### config.mk
export PLATFORM = sky130hd
export DESIGN_NAME = tan_cordic_ctrl
export DESIGN_NICKNAME = d
export VERILOG_FILES = /design/src/rtl/tan_cordic_ctrl.sv
export SDC_FILE = /design/constraint.sdc
export NUM_CORES = 1
export LEC_CHECK = 0
export CAP_MARGIN = 20
export CORE_ASPECT_RATIO = 1.25
export CORE_UTILIZATION = 46
export DETAILED_ROUTE_END_ITERATION = 10
export MAX_ROUTING_LAYER = met4
export PLACE_DENSITY = 0.8
export SLEW_MARGIN = 30
export SYNTH_ARGS = -nofsm -noshare
export SYNTH_HDL_FRONTEND = slang
export SYNTH_SLANG_ARGS = --single-unit
export TNS_END_PERCENT = 1
### constraint.sdc
create_clock -name i_clk -period 2.65 [get_ports i_clk]
set_clock_uncertainty 0.1 [all_clocks]
set_input_delay 0.795 -clock i_clk [delete_from_list [all_inputs] [get_ports i_clk]]
set_output_delay 0.795 -clock i_clk [all_outputs]
set_load 0.01 [all_outputs]
### src/rtl/tan_cordic_ctrl.sv
// Control FSM for the decimal-CORDIC tangent datapath: latches one angle request,
// sequences the datapath strobes and returns the outcome over a valid/ready handshake.
module tan_cordic_ctrl #(
  parameter int unsigned LOOP_TIMEOUT = 64,
  parameter int unsigned MAX_ROT      = 96,
  parameter int unsigned CNT_W        = 8
) (
  input  logic        i_clk,
  input  logic        i_rst_n,
  input  logic        i_req,
  input  logic [31:0] i_req_angle,
  output logic        o_busy,
  output logic        o_res_valid,
  input  logic        i_res_ready,
  output logic        o_res_error,
  output logic [31:0] o_dp_angle,
  output logic        o_dp_start,
  output logic        o_dp_start_loop,
  output logic        o_dp_tp_we,
  output logic        o_dp_y_we,
  output logic        o_dp_x_we,
  output logic        o_dp_angle_we,
  output logic        o_dp_verify,
  output logic        o_dp_mul_sel,
  output logic        o_dp_add_sel,
  output logic        o_dp_add_sub,
  input  logic        i_dp_loop_done,
  input  logic        i_dp_angle_gt,
  input  logic        i_dp_done
);

  localparam logic [3:0] StIdle   = 4'd0;
  localparam logic [3:0] StInit   = 4'd1;
  localparam logic [3:0] StLstart = 4'd2;
  localparam logic [3:0] StLwait  = 4'd3;
  localparam logic [3:0] StCheck  = 4'd4;
  localparam logic [3:0] StTp     = 4'd5;
  localparam logic [3:0] StYupd   = 4'd6;
  localparam logic [3:0] StXupd   = 4'd7;
  localparam logic [3:0] StVerify = 4'd8;
  localparam logic [3:0] StSettle = 4'd9;
  localparam logic [3:0] StOut    = 4'd10;
  localparam logic [3:0] StErr    = 4'd11;

  localparam logic [CNT_W-1:0] TmoLast = CNT_W'(LOOP_TIMEOUT - 1);
  localparam logic [CNT_W-1:0] RotMax  = CNT_W'(MAX_ROT);
  localparam logic [CNT_W-1:0] CntSat  = '1;
  localparam logic [CNT_W-1:0] CntOne  = CNT_W'(1);

  logic [3:0]       r_state;
  logic [3:0]       w_state_d;
  logic [CNT_W-1:0] r_tmo_cnt;
  logic [CNT_W-1:0] w_tmo_cnt_d;
  logic [CNT_W-1:0] w_tmo_inc;
  logic [CNT_W-1:0] r_rot_cnt;
  logic [CNT_W-1:0] w_rot_cnt_d;
  logic [CNT_W-1:0] w_rot_inc;
  logic [31:0]      r_angle;

  // Counters saturate instead of wrapping.
  assign w_tmo_inc = (r_tmo_cnt == CntSat) ? r_tmo_cnt : r_tmo_cnt + CntOne;
  assign w_rot_inc = (r_rot_cnt == CntSat) ? r_rot_cnt : r_rot_cnt + CntOne;

  always_comb begin
    w_state_d   = r_state;
    w_tmo_cnt_d = r_tmo_cnt;
    w_rot_cnt_d = r_rot_cnt;
    unique case (r_state)
      StIdle: begin
        if (i_req) w_state_d = StInit;
      end
      StInit: begin
        w_rot_cnt_d = '0;
        w_state_d   = StLstart;
      end
      StLstart: begin
        w_tmo_cnt_d = '0;
        w_state_d   = StLwait;
      end
      StLwait: begin
        if (i_dp_loop_done) begin
          w_state_d = StCheck;
        end else begin
          w_tmo_cnt_d = w_tmo_inc;
          if (w_tmo_inc >= TmoLast) w_state_d = StErr;
        end
      end
      StCheck: begin
        w_state_d = i_dp_angle_gt ? StTp : StVerify;
      end
      StTp:   w_state_d = StYupd;
      StYupd: w_state_d = StXupd;
      StXupd: begin
        w_rot_cnt_d = w_rot_inc;
        w_state_d   = StVerify;
      end
      StVerify: w_state_d = StSettle;
      StSettle: begin
        // Always go back through LSTART so the divider recomputes K every pass.
        if (i_dp_done)                w_state_d = StOut;
        else if (r_rot_cnt == RotMax) w_state_d = StErr;
        else                          w_state_d = StLstart;
      end
      StOut, StErr: begin
        if (i_res_ready) w_state_d = StIdle;
      end
      default: w_state_d = StIdle;
    endcase
  end

  always_ff @(posedge i_clk or negedge i_rst_n) begin
    if (!i_rst_n) begin
      r_state   <= StIdle;
      r_tmo_cnt <= '0;
      r_rot_cnt <= '0;
      r_angle   <= '0;
    end else begin
      r_state   <= w_state_d;
      r_tmo_cnt <= w_tmo_cnt_d;
      r_rot_cnt <= w_rot_cnt_d;
      if (r_state == StIdle && i_req) r_angle <= i_req_angle;
    end
  end

  // Every output is a pure decode of the state register.
  always_comb begin
    o_busy          = (r_state != StIdle);
    o_res_valid     = 1'b0;
    o_res_error     = 1'b0;
    o_dp_start      = 1'b0;
    o_dp_start_loop = 1'b0;
    o_dp_tp_we      = 1'b0;
    o_dp_y_we       = 1'b0;
    o_dp_x_we       = 1'b0;
    o_dp_angle_we   = 1'b0;
    o_dp_verify     = 1'b0;
    o_dp_mul_sel    = 1'b0;
    o_dp_add_sel    = 1'b0;
    o_dp_add_sub    = 1'b0;
    unique case (r_state)
      StInit:   o_dp_start      = 1'b1;
      StLstart: o_dp_start_loop = 1'b1;
      StTp: begin
        o_dp_tp_we   = 1'b1;
        o_dp_add_sel = 1'b1;
        o_dp_add_sub = 1'b1;
      end
      StYupd: begin
        o_dp_y_we    = 1'b1;
        o_dp_mul_sel = 1'b1;
      end
      StXupd: begin
        o_dp_x_we     = 1'b1;
        o_dp_angle_we = 1'b1;
      end
      StVerify: o_dp_verify = 1'b1;
      StOut:    o_res_valid = 1'b1;
      StErr: begin
        o_res_valid = 1'b1;
        o_res_error = 1'b1;
      end
      default: ;
    endcase
  end

  assign o_dp_angle = r_angle;

endmodule

# Word level (Yosys, flattened, before mapping)

Cells that the tools add are included.

Register bits: 52
Latch bits: 0
RAM bits: 0
Memory bits (read-only): 0
Memories kept: 0

Add/sub/neg operators: 2
Multiply operators: 0
Divide/modulo/power cells: 0
Order comparisons: 1
Equal/unequal tests: 19
Shift operators: 0
Muxes and demuxes: 21
Bitwise logic cells: 0
Reduce and logical (&&, ||, !) cells: 9

Operators with widths:

| cell                | count |
|---|---|
| $pmux 4 s11         | 1 |
| $pmux 8 s2          | 2 |
| $mux 4              | 7 |
| $mux 8              | 3 |
| $add 8x1->8 const B | 2 |
| $eq 4x3->1 const B  | 4 |
| $eq 4x4->1 const B  | 4 |
| $eq 8x8->1 const B  | 2 |
| $eq 4x2->1 const B  | 2 |
| $eq 8x7->1 const B  | 1 |
| $ge 8x6->1 const B  | 1 |
| $mux 1              | 8 |
| $ne 2x2->1 const B  | 3 |
| $eq 4x1->1 const B  | 1 |
| $logic_not 4->1     | 1 |
| $reduce_and 2->1    | 2 |
| $reduce_bool 2->1   | 2 |
| $reduce_bool 4->1   | 1 |
| $ne 3x3->1 const B  | 1 |
| $reduce_and 3->1    | 1 |
| $ne 2x1->1 const B  | 1 |
| $reduce_or 2->1     | 1 |
| $logic_and 1x1->1   | 1 |

# Depth between registers and ports, before layout

Gate-level depths: netlist of the first run.

Word-level depth: 6
Depth in mapped cells: 6

# Worst setup path before layout of the first run

Ideal clock, no wire load.

Kind: register to output
Start point: register r_state[1]
End point: output port o_dp_y_we
Arrival: 1.212 ns
Setup slack: 0.543 ns
Stages on the path, launching flop included: 6
Buffers on the path: 3
Path through: dfrtp_1 buf_4 clkbuf_1 nand2_1 nor2_1 buf_4

Longest elaborated chain between the ends: 2

Ends and longest elaborated chain:

| item                   | RTL line | text |
|---|---|---|
| start, declared        | 50       | `logic [3:0] r_state;` |
| start signal, assigned | 113      | `r_state <= StIdle;` |
| start signal, assigned | 118      | `r_state <= w_state_d;` |
| $eq 4x3->1             | n/a      |  |
| $mux 1                 | n/a      |  |
| end, declared          | 20       | `output logic o_dp_y_we,` |

No other way between the ends.

# Worst setup path after layout of the first run

Start point: register r_state[3]
End point: output port o_dp_angle_we

Longest elaborated chain between the ends: 2

Ends and longest elaborated chain:

| item          | RTL line | text |
|---|---|---|
| $eq 4x3->1    | 140      | `unique case (r_state)` |
| $mux 1        | 140      |  |
| end, declared | 22       | `output logic o_dp_angle_we,` |

No other way between the ends.

==> metrics.csv, run 1 <==
stage,metric,value,unit
pwr,ir_worst_vdd,686,uV
pwr,power,3530,uW
layout,area_growth,41.6,%
pwr,swShare,34.8,%
synth,synthTopCellsByArea,"dfrtp_1 (51%), mux2_2 (13%), nand2_1 (2.5%)",
detailed_routing,drt_iter0_markers,169,
run,maxCapViolations,0,
layout,drive_gt1_share,20.6,%
critical_path,path_cells,"nand4b_4, inv_1, clkdlybuf4s50_1",
critical_path,r2r_start,r_tmo_cnt[0],
run_status,status,"complete, no violations",
detailed_routing,drcViolationCount,0,
floorplanning,die_w,68.9,um
floorplanning,die_area,0.00589,sq mm
synth,yosysTopAreaCell,dfrtp_1,
pwr,p_seq_share,37.2,%
global_routing,grt_pass1_wl,9.33,mm
global_routing,grtUsageTotal,21.6,%
synth,yosysTopAreaCellShare,50.6,%
critical_path,cp_num_buf_inv,2,
place,post_dp_cell_area,0.00352,sq mm
floorplanning,fp.dieH,85.6,um
pwr,intPower,2300,uW
floorplanning,rows,30,
timing,fin_crit_sh,96.8,%
floorplanning,start_util,47.5,%
critical_path,worstReg2RegEnd,r_state[1],
clock_tree,cts_tree,done,
synth,synth_top_cells_by_count,"dfrtp_1 (52), mux2_2 (29), nand2_1 (17), nor2_1 (17), nand3_1 (10)",
synth,synth.avg_cell_area,11.4,sq um
place,portBuffers,83,
critical_path,r2r_slack,0.60,ns
layout,fin_util,67.3,%
synth,synth_edf_count,0,
timing,finalSetupTns,0,ns
layout,fin_area,0.00364,sq mm
layout,layout.nets,357,
critical_path,worst_setup_path_start_kind,flop,
global_routing,grt_max_degree,44,
pwr,p_clk_share,12.7,%
clock_tree,postCtsSetupRepairBufs,0,
critical_path,max_stage_delay,0.53,ns
synth,yosysMostFrequentCell,dfrtp_1,
synth,syn_area,0.00257,sq mm
critical_path,cp_slowest_cell,clkdlybuf4s50_1,
clock_tree,cts_hold_buf,0,
clock_tree,clockBufferDepth,2,
critical_path,critPathArrivalTime,1.67,ns
floorplanning,num_io_pins,84,
global_routing,grt-ovfl-total,0,
place,gp_congestion,0.904,
synth,synthFlopType,dfrtp_1,
critical_path,worst-setup-path-type,reg -> out,
timing,finalWorstSetupSlack,0.0843,ns
detailed_routing,ant_nets,0,
layout,fillers,418,
clock_tree,cts.sinks,52,
timing,setup_viol,0,
timing,fmax,390,MHz
synth,netlist_instances,225,
hold_path,hold_path.class,in -> async,
critical_path,critPathCaptureType,output port,
detailed_routing,vias,2110,
synth,yosysWarnings,0,
pwr,p_leak,0.00168,uW
detailed_routing,wl_per_cell,15.4,um
critical_path,crit_path_max_fanout,11,
synth,syn-num-nets,267,
floorplanning,design.core.area,0.00541,sq mm
critical_path,rr_worst_depth,6,
clock_tree,cts-htree-levels,2,
synth,ys_ff_latch,52,
critical_path,worstPathRequired,1.76,ns
global_routing,grt_pass1_vias,2005,
clock_tree,clkTransAtPathRegs,0.10,ns
timing,hold_viol,0,
place,hpwl,4.39,mm
place,preCtsSetupSlack,0.0783,ns
global_routing,antenna_found_initial,0,
detailed_routing,firstDrtPassIters,5,
timing,worst_pin_slew,0.407,ns
clock_tree,clk-insertion-delay-late,0.30,ns
synth,ys_types,49,
pwr,powerDensity,971,mW/mm^2
detailed_routing,viasPerCell,5.55,
layout,diodes,0,
synth,yosysSeqAreaShare,50.6,%
critical_path,crit_path_start,r_state[3],
synth,async_reset_ff_share,100,%
timing,min_period,2.57,ns
clock_tree,clock-root-buffer,clkbuf_8,
timing,timing.slew.headroom,72.5,%
critical_path,path_delay_family,buffers and inverters,
pwr,switchingPower,1230,uW
detailed_routing,wl,5.84,mm
timing,maxSlewViolCount,0,
timing,rsz0062_at_grt,false,
pwr,combPwrFrac,50.1,%
clock_tree,cts_buffers,5,
logic make-up after synthesis:
kind of cell	after synthesis	synth area share, %
and+or+nand+nor	78	17.0
buffers and inverters	18	3.60
AOI/OAI and AO/OA	34	10.4
adders and majority gates	3	1.46
muxes	34	14.8
DFF	52	50.6
xor gates and xnor gates	6	2.04
through the flow:
step | hold slack, ns | cells
final | 0.241 | 380
after global routing | 0.249 | 380
after CTS | 0.238 | 380
after detailed placement | 0.381 | 372
after global placement | 0.374 | 372
after floorplan | 0.395 | 225
layout make-up:
type	instances	area, sq um	share of cell area, %
Clock buffer	6	72.6	1.99
Clock inverter	2	16.3	0.447
Inverter	6	22.5	0.619
Multi-Input combinational cell	155	1190	32.6
Sequential cell	52	1310	35.9
Tap cell	64	80.1	2.20
Timing Repair Buffer	95	957	26.3
cells in the final DEF, fill, tap and decap left out, drive strengths merged, types with 3 or more instances in the layout:
cell type	Yosys	layout
a21oi	8	8
a311oi	3	3
a41oi	3	3
and4	3	3
buf	10	13
clkbuf	2	6
clkdlybuf4s50	0	71
dfrtp	52	52
dlygate4sd2	0	3
dlymetal6s2s	0	8
ha	3	3
inv	6	6
mux2	32	32
nand2	17	17
nand2b	3	3
nand3	10	10
nand3b	4	4
nand4	4	4
nor2	18	18
nor3	6	6
o21ai	5	5
xor2	5	5
power by group through the flow:
stage	clock network [uW]	registers [uW]	logic, uW
3_3_place_gp	0	1290	1750
2_1_floorplan	0	1380	775
4_1_cts	461	1310	1780
5_1_grt	494	1360	1900
6_report	448	1310	1770
3_5_place_dp	0	1320	1780
how the worst max path moves through the flow:
stage | depth (start not counted) | endpoint
2_1_floorplan | 5 | o_dp_y_we
3_3_place_gp | 6 | r_state[1]
3_5_place_dp | 6 | r_state[1]
4_1_cts | 3 | o_dp_tp_we
5_1_grt | 3 | o_dp_x_we
6_report | 3 | o_dp_angle_we
flip-flops by register name, indices dropped and copies added (netlist names):
signal      count
o_dp_angle     32
r_state         4
r_tmo_cnt       8
r_rot_cnt       8
what timing repair did:
action | 4_1_cts | 5_1_grt
setup endpoints to repair | 10 | 8
cloned | 0 | 0
gates resized for setup | 9 | 9
routing by layer:
metal  vias up  wire (um)  track usage [%]
li1       1004          -                -
met1      1019       2380             27.6
met2        72       3020             33.7
met3        15        280             3.32
met4         0        155             9.09
met5         -          0                -
No activity file was read; power rests on OpenSTA's default activity.
==> run 2: changes to the inputs <==
--- a/config.mk
+++ b/config.mk
@@ -9,7 +9,6 @@
 export CORE_ASPECT_RATIO = 1.25
 export CORE_UTILIZATION = 46
 export DETAILED_ROUTE_END_ITERATION = 10
-export MAX_ROUTING_LAYER = met4
 export PLACE_DENSITY = 0.8
 export SLEW_MARGIN = 30
 export SYNTH_ARGS = -nofsm -noshare
==> run 2 against run 1 <==
Routed wire length about the same. Critical path type unchanged. First-iteration DRC count up 11%. Cell area unchanged. Flip-flop and latch count unchanged. Global-route usage down 0.61 points. Largest power group unchanged. Non-clock buffer count unchanged. Clock-buffer cell count unchanged. Sequential power about the same.
==> metrics.csv, run 2 (synthesis gave the netlist of run 1 again) <==
stage,metric,value,unit,change
critical_path,critPathArrivalTime,1.67,ns,about the same
critical_path,worst-setup-path-type,reg -> out,,
clock_tree,clock-root-buffer,clkbuf_8,,
clock_tree,cts_buffers,5,,unchanged
place,post-place-cells,372,,unchanged
detailed_routing,vias,2096,,-0.66%
pwr,combPwrFrac,50.1,%,about the same
detailed_routing,drt_iter0_markers,187,,+11%
pwr,p_leak,0.00168,uW,unchanged
run_status,status,"complete, no violations",,
floorplanning,die_w,68.9,um,unchanged
place,hpwl,4.39,mm,unchanged
global_routing,grt-ovfl-total,0,,unchanged
floorplanning,fp.dieH,85.6,um,unchanged
pwr,switchingPower,1230,uW,about the same
clock_tree,cts.sinks,52,,unchanged
floorplanning,num_io_pins,84,,unchanged
pwr,intPower,2300,uW,about the same
layout,largest_reg_flops,32,,unchanged
clock_tree,cts-htree-levels,2,,unchanged
detailed_routing,viasPerCell,5.52,,-0.66%
pwr,ir_worst_vdd,684,uV,-0.16%
pwr,p_seq_share,37.2,%,about the same
critical_path,worstPathRequired,1.76,ns,about the same
floorplanning,design.core.area,0.00541,sq mm,unchanged
detailed_routing,wl,5.84,mm,about the same
place,gp_congestion,0.889,,-1.6%
timing,rsz0062_at_grt,false,,
critical_path,worstReg2RegEnd,r_state[1],,
timing,fmax,390,MHz,about the same
pwr,p_clk_share,12.7,%,about the same
timing,hold_viol,0,,unchanged
clock_tree,cts_tree,done,,
global_routing,grtUsageTotal,21.0,%,-0.61 points
critical_path,r2r_slack,0.62,ns,+0.02 ns
clock_tree,clockBufferDepth,2,,unchanged
timing,setup_viol,0,,unchanged
layout,stdcell_count,380,,unchanged
layout,mostFrequentLayoutCells,"clkdlybuf4s50_1 (71), dfrtp_1 (49), mux2_2 (29), nand2_1 (17), nor2_1 (16)",,
run,maxCapViolations,0,,unchanged
place,preCtsSetupSlack,0.0783,ns,unchanged
timing,timing.slew.headroom,72.5,%,about the same
layout,layout.nets,357,,unchanged
timing,worst_pin_slew,0.408,ns,+0.000959 ns
timing,finalSetupTns,0,ns,unchanged
critical_path,rr_worst_depth,6,,unchanged
layout,drive_gt1_share,20.6,%,unchanged
detailed_routing,drcViolationCount,0,,unchanged
global_routing,grt_pass1_wl,9.34,mm,about the same
detailed_routing,ant_nets,0,,unchanged
layout,layout_commonest_cell,clkdlybuf4s50_1,,
layout,area_growth,41.6,%,unchanged
clock_tree,clkTransAtPathRegs,0.10,ns,about the same
detailed_routing,wl_per_cell,15.4,um,about the same
layout,fin_util,67.3,%,unchanged
critical_path,r2r_start,r_state[3],,
clock_tree,postCtsSetupRepairBufs,0,,unchanged
floorplanning,start_util,47.5,%,unchanged
timing,maxSlewViolCount,0,,unchanged
global_routing,grt_pass1_vias,2002,,-0.15%
layout,diodes,0,,unchanged
clock_tree,cts_hold_buf,0,,unchanged
pwr,swShare,34.8,%,about the same
global_routing,grt_max_degree,44,,unchanged
place,portBuffers,83,,unchanged
global_routing,antenna_found_initial,0,,unchanged
floorplanning,rows,30,,unchanged
pwr,power,3530,uW,about the same
critical_path,crit_path_max_fanout,11,,unchanged
pwr,powerDensity,971,mW/mm^2,about the same
critical_path,critPathCaptureType,output port,,
critical_path,worst_setup_path_start_kind,flop,,
hold_path,hold_path.class,in -> async,,
timing,fin_crit_sh,96.8,%,about the same
timing,min_period,2.57,ns,-0.000194 ns
floorplanning,die_area,0.00589,sq mm,unchanged
detailed_routing,firstDrtPassIters,5,,unchanged
clock_tree,clk-insertion-delay-late,0.30,ns,about the same
timing,finalWorstSetupSlack,0.0845,ns,+0.000194 ns
## run 2: cell counts in the layout (fill, tap and decap cells not counted)
No cell type changed its count.
## run 2: area by class of cell
class                   instances  area (sq um)
clock buffers                   6          72.6
clock inverters                 2          16.3
fillers                       418          1770
inverters                       6          22.5
multi-input cells             155          1190
flip-flops and latches         52          1310
well taps                      64          80.1
repair buffers                 95           957
## run 2: worst max path at each step
stage / start / end / slack, ns / cells after the start
2_1_floorplan: r_state[1] / o_dp_y_we / 0.54 / 5
5_1_grt: r_state[3] / o_dp_x_we / 0.04 / 3
3_5_place_dp: i_dp_loop_done / r_state[1] / 0.08 / 6
4_1_cts: r_state[3] / o_dp_tp_we / 0.0007 / 3
3_3_place_gp: i_dp_loop_done / r_state[1] / 0.13 / 6
6_report: r_state[3] / o_dp_angle_we / 0.08 / 3
## run 2: metal layers
layer  share of wire [%]  track usage (%)
met4                 2.7             9.09
met1                  41             27.5
met3                 4.5             3.46
met2                  51             33.7
met5                   0                0
## run 2: worst max-delay path, stage by stage (launching register included)
cell	delay, ns
dfrtp_2	0.51
nand4b_4	0.23
inv_1	0.10
clkdlybuf4s50_1	0.53
## run 2: timing repair
| action | CTS | global route |
|---|---|---|
| pin swaps | 0 | 0 |
| endpoints found under the setup margin | 10 | 8 |
| endpoints found under the hold margin | 0 | 0 |
| resized for setup | 9 | 9 |
## run 2: power by group through the flow
stage	Clock (uW)	Combinational, uW	Sequential (uW)
5_1_grt	495	1900	1360
3_3_place_gp	0	1750	1290
2_1_floorplan	0	775	1380
3_5_place_dp	0	1780	1320
6_report	447	1770	1320
4_1_cts	461	1780	1310
## run 2: through the flow
stage	instance area [sq um]	hold slack [ns]
2_1_floorplan	2570	0.395
3_3_place_gp	3520	0.374
3_5_place_dp	3520	0.381
4_1_cts	3620	0.238
5_1_grt	3640	0.249
6_report	3640	0.242
==> run 3: changes to the inputs <==
--- a/config.mk
+++ b/config.mk
@@ -7,9 +7,11 @@
 export LEC_CHECK = 0
 export CAP_MARGIN = 20
 export CORE_ASPECT_RATIO = 1.25
-export CORE_UTILIZATION = 46
+export CORE_UTILIZATION = 53
 export DETAILED_ROUTE_END_ITERATION = 10
-export PLACE_DENSITY = 0.8
+export DONT_BUFFER_PORTS = 1
+export GPL_ROUTABILITY_DRIVEN = 0
+export PLACE_DENSITY = 0.68
 export SLEW_MARGIN = 30
 export SYNTH_ARGS = -nofsm -noshare
 export SYNTH_HDL_FRONTEND = slang
==> run 3 against run 2 <==
Die area shrank 13%. Clock power grew 2%. Sequential power increased by 16%. Critical path type unchanged. Largest cell class unchanged.
==> metrics.csv, run 3 (synthesis gave the netlist of run 1 again) <==
stage,metric,value,unit,change
run_status,status,"complete, no violations",,
place,preCtsSetupSlack,0.485,ns,+0.407 ns
pwr,powerDensity,1040,mW/mm^2,+7.4%
critical_path,r2r_slack,0.63,ns,about the same
global_routing,grt_pass1_vias,1851,,-7.5%
timing,whs,0.0742,ns,-0.168 ns
detailed_routing,firstDrtPassIters,4,,-1
timing,rsz0062_at_grt,false,,
detailed_routing,vias,1799,,-14%
floorplanning,start_util,56.8,%,+9.2 points
floorplanning,rows,27,,-10%
floorplanning,die_w,64.3,um,-6.6%
critical_path,critPathArrivalTime,1.60,ns,-0.07 ns
critical_path,critPathCaptureType,output port,,
detailed_routing,ant_nets,0,,unchanged
layout,layout.nets,265,,-26%
clock_tree,cts_resized,0,,-9
global_routing,grt-ovfl-total,0,,unchanged
floorplanning,design.core.area,0.00453,sq mm,-16%
clock_tree,clock-root-buffer,clkbuf_8,,
critical_path,worstReg2RegEnd,r_state[1],,
global_routing,grt_pass1_wl,8.10,mm,-13%
timing,maxSlewViolCount,0,,unchanged
timing,worst_pin_slew,0.606,ns,+0.198 ns
pwr,p_leak,0.00118,uW,-30%
clock_tree,clk-insertion-delay-late,0.30,ns,about the same
timing,min_period,2.49,ns,-0.0727 ns
global_routing,antenna_found_initial,0,,unchanged
clock_tree,clkTransAtPathRegs,0.09,ns,about the same
critical_path,rr_worst_depth,5,,-1
layout,fin_area,0.00269,sq mm,-26%
run,maxCapViolations,0,,unchanged
clock_tree,cts.sinks,52,,unchanged
detailed_routing,wl,4.97,mm,-15%
floorplanning,num_io_pins,84,,unchanged
place,post_dp_cell_area,0.00259,sq mm,-26%
place,hpwl,3.65,mm,-17%
detailed_routing,viasPerCell,6.38,,+16%
timing,setup_viol,0,,unchanged
timing,fin_crit_sh,94.1,%,-2.7 points
timing,finalSetupTns,0,ns,unchanged
detailed_routing,drcViolationCount,0,,unchanged
timing,finalWorstSetupSlack,0.157,ns,+0.0727 ns
global_routing,grt_max_degree,53,,+20%
layout,area_growth,4.48,%,
layout,mostFrequentLayoutCells,"dfrtp_1 (52), mux2_2 (29), nand2_1 (17), nor2_1 (17), nand3_1 (10)",,
critical_path,worst-setup-path-type,reg -> out,,
clock_tree,cts_hold_buf,0,,unchanged
layout,layout_commonest_cell,dfrtp_1,,
layout,diodes,0,,unchanged
timing,hold_viol,0,,unchanged
floorplanning,fp.dieH,79.9,um,-6.7%
pwr,ir_worst_vdd,579,uV,-15%
clock_tree,clockBufferDepth,2,,unchanged
clock_tree,cts-htree-levels,2,,unchanged
global_routing,grtUsageTotal,20.6,%,-0.41 points
layout,drive_gt1_share,21.9,%,+1.3 points
detailed_routing,wl_per_cell,17.6,um,+15%
clock_tree,cts_tree,done,,
critical_path,r2r_start,r_state[1],,
layout,largest_reg_flops,32,,unchanged
timing,fmax,401,MHz,+2.9%
clock_tree,postCtsSetupRepairBufs,0,,unchanged
timing,timing.slew.headroom,59.6,%,-13 points
critical_path,worst_setup_path_start_kind,flop,,
critical_path,crit_path_max_fanout,15,,+4
hold_path,hold_path.class,in -> async,,
detailed_routing,drt_iter0_markers,116,,-38%
critical_path,worstPathRequired,1.76,ns,about the same
clock_tree,cts_buffers,5,,unchanged
floorplanning,die_area,0.00513,sq mm,-13%
place,portBuffers,0,,-100%
run 3: how the worst max path moves through the flow:
stage                     from         endpoint  slack (ns)  cells past startpoint
floorplan           r_state[1]        o_dp_y_we        0.54                      5
global placement    r_state[2]  o_dp_start_loop        0.55                      3
detailed placement  r_state[2]  o_dp_start_loop        0.48                      3
CTS                 r_state[2]  o_dp_start_loop        0.16                      3
global route        r_state[2]  o_dp_start_loop       0.005                      3
finish              r_state[2]  o_dp_start_loop        0.16                      3
run 3: worst max-delay path: stages, from the launching register on:
cell	delay (ns)
dfrtp_1	0.59
nor2_2	0.29
nand3_1	0.19
inv_1	0.23
run 3: through the flow:
step                std cells  util, %  power (uW)
floorplan                 225        -        2150
global placement          274     57.3        2310
detailed placement        274     57.3        2360
CTS                       282     59.3        2830
global route              282     59.3        2980
finish                    282     59.3        2800
run 3: layer usage:
layer	part of all wire, %	up-vias	wire length [um]	GRT usage [%]
met4	1.6	0	80	9.33
met5	0	-	0	0
met2	49	95	2460	35.1
met3	10	11	498	8.00
li1	-	816	-	-
met1	39	877	1930	22.5
run 3: power by group:
part | switching [uW] | total [uW] | internal, uW
registers | 434 | 1530 | 1090
clock network | 261 | 454 | 194
logic | 390 | 816 | 426
total | 1080 | 2800 | 1710
run 3: area by class of cell:
cell class                 count  area (sq um)
clock inverter                 2          17.5
timing repair buffer           3          22.5
tap                           58          72.6
fill                         394          1840
sequential                    52          1300
clock buffer                   6          72.6
multi-input combinational    155          1180
inverter                       6          22.5
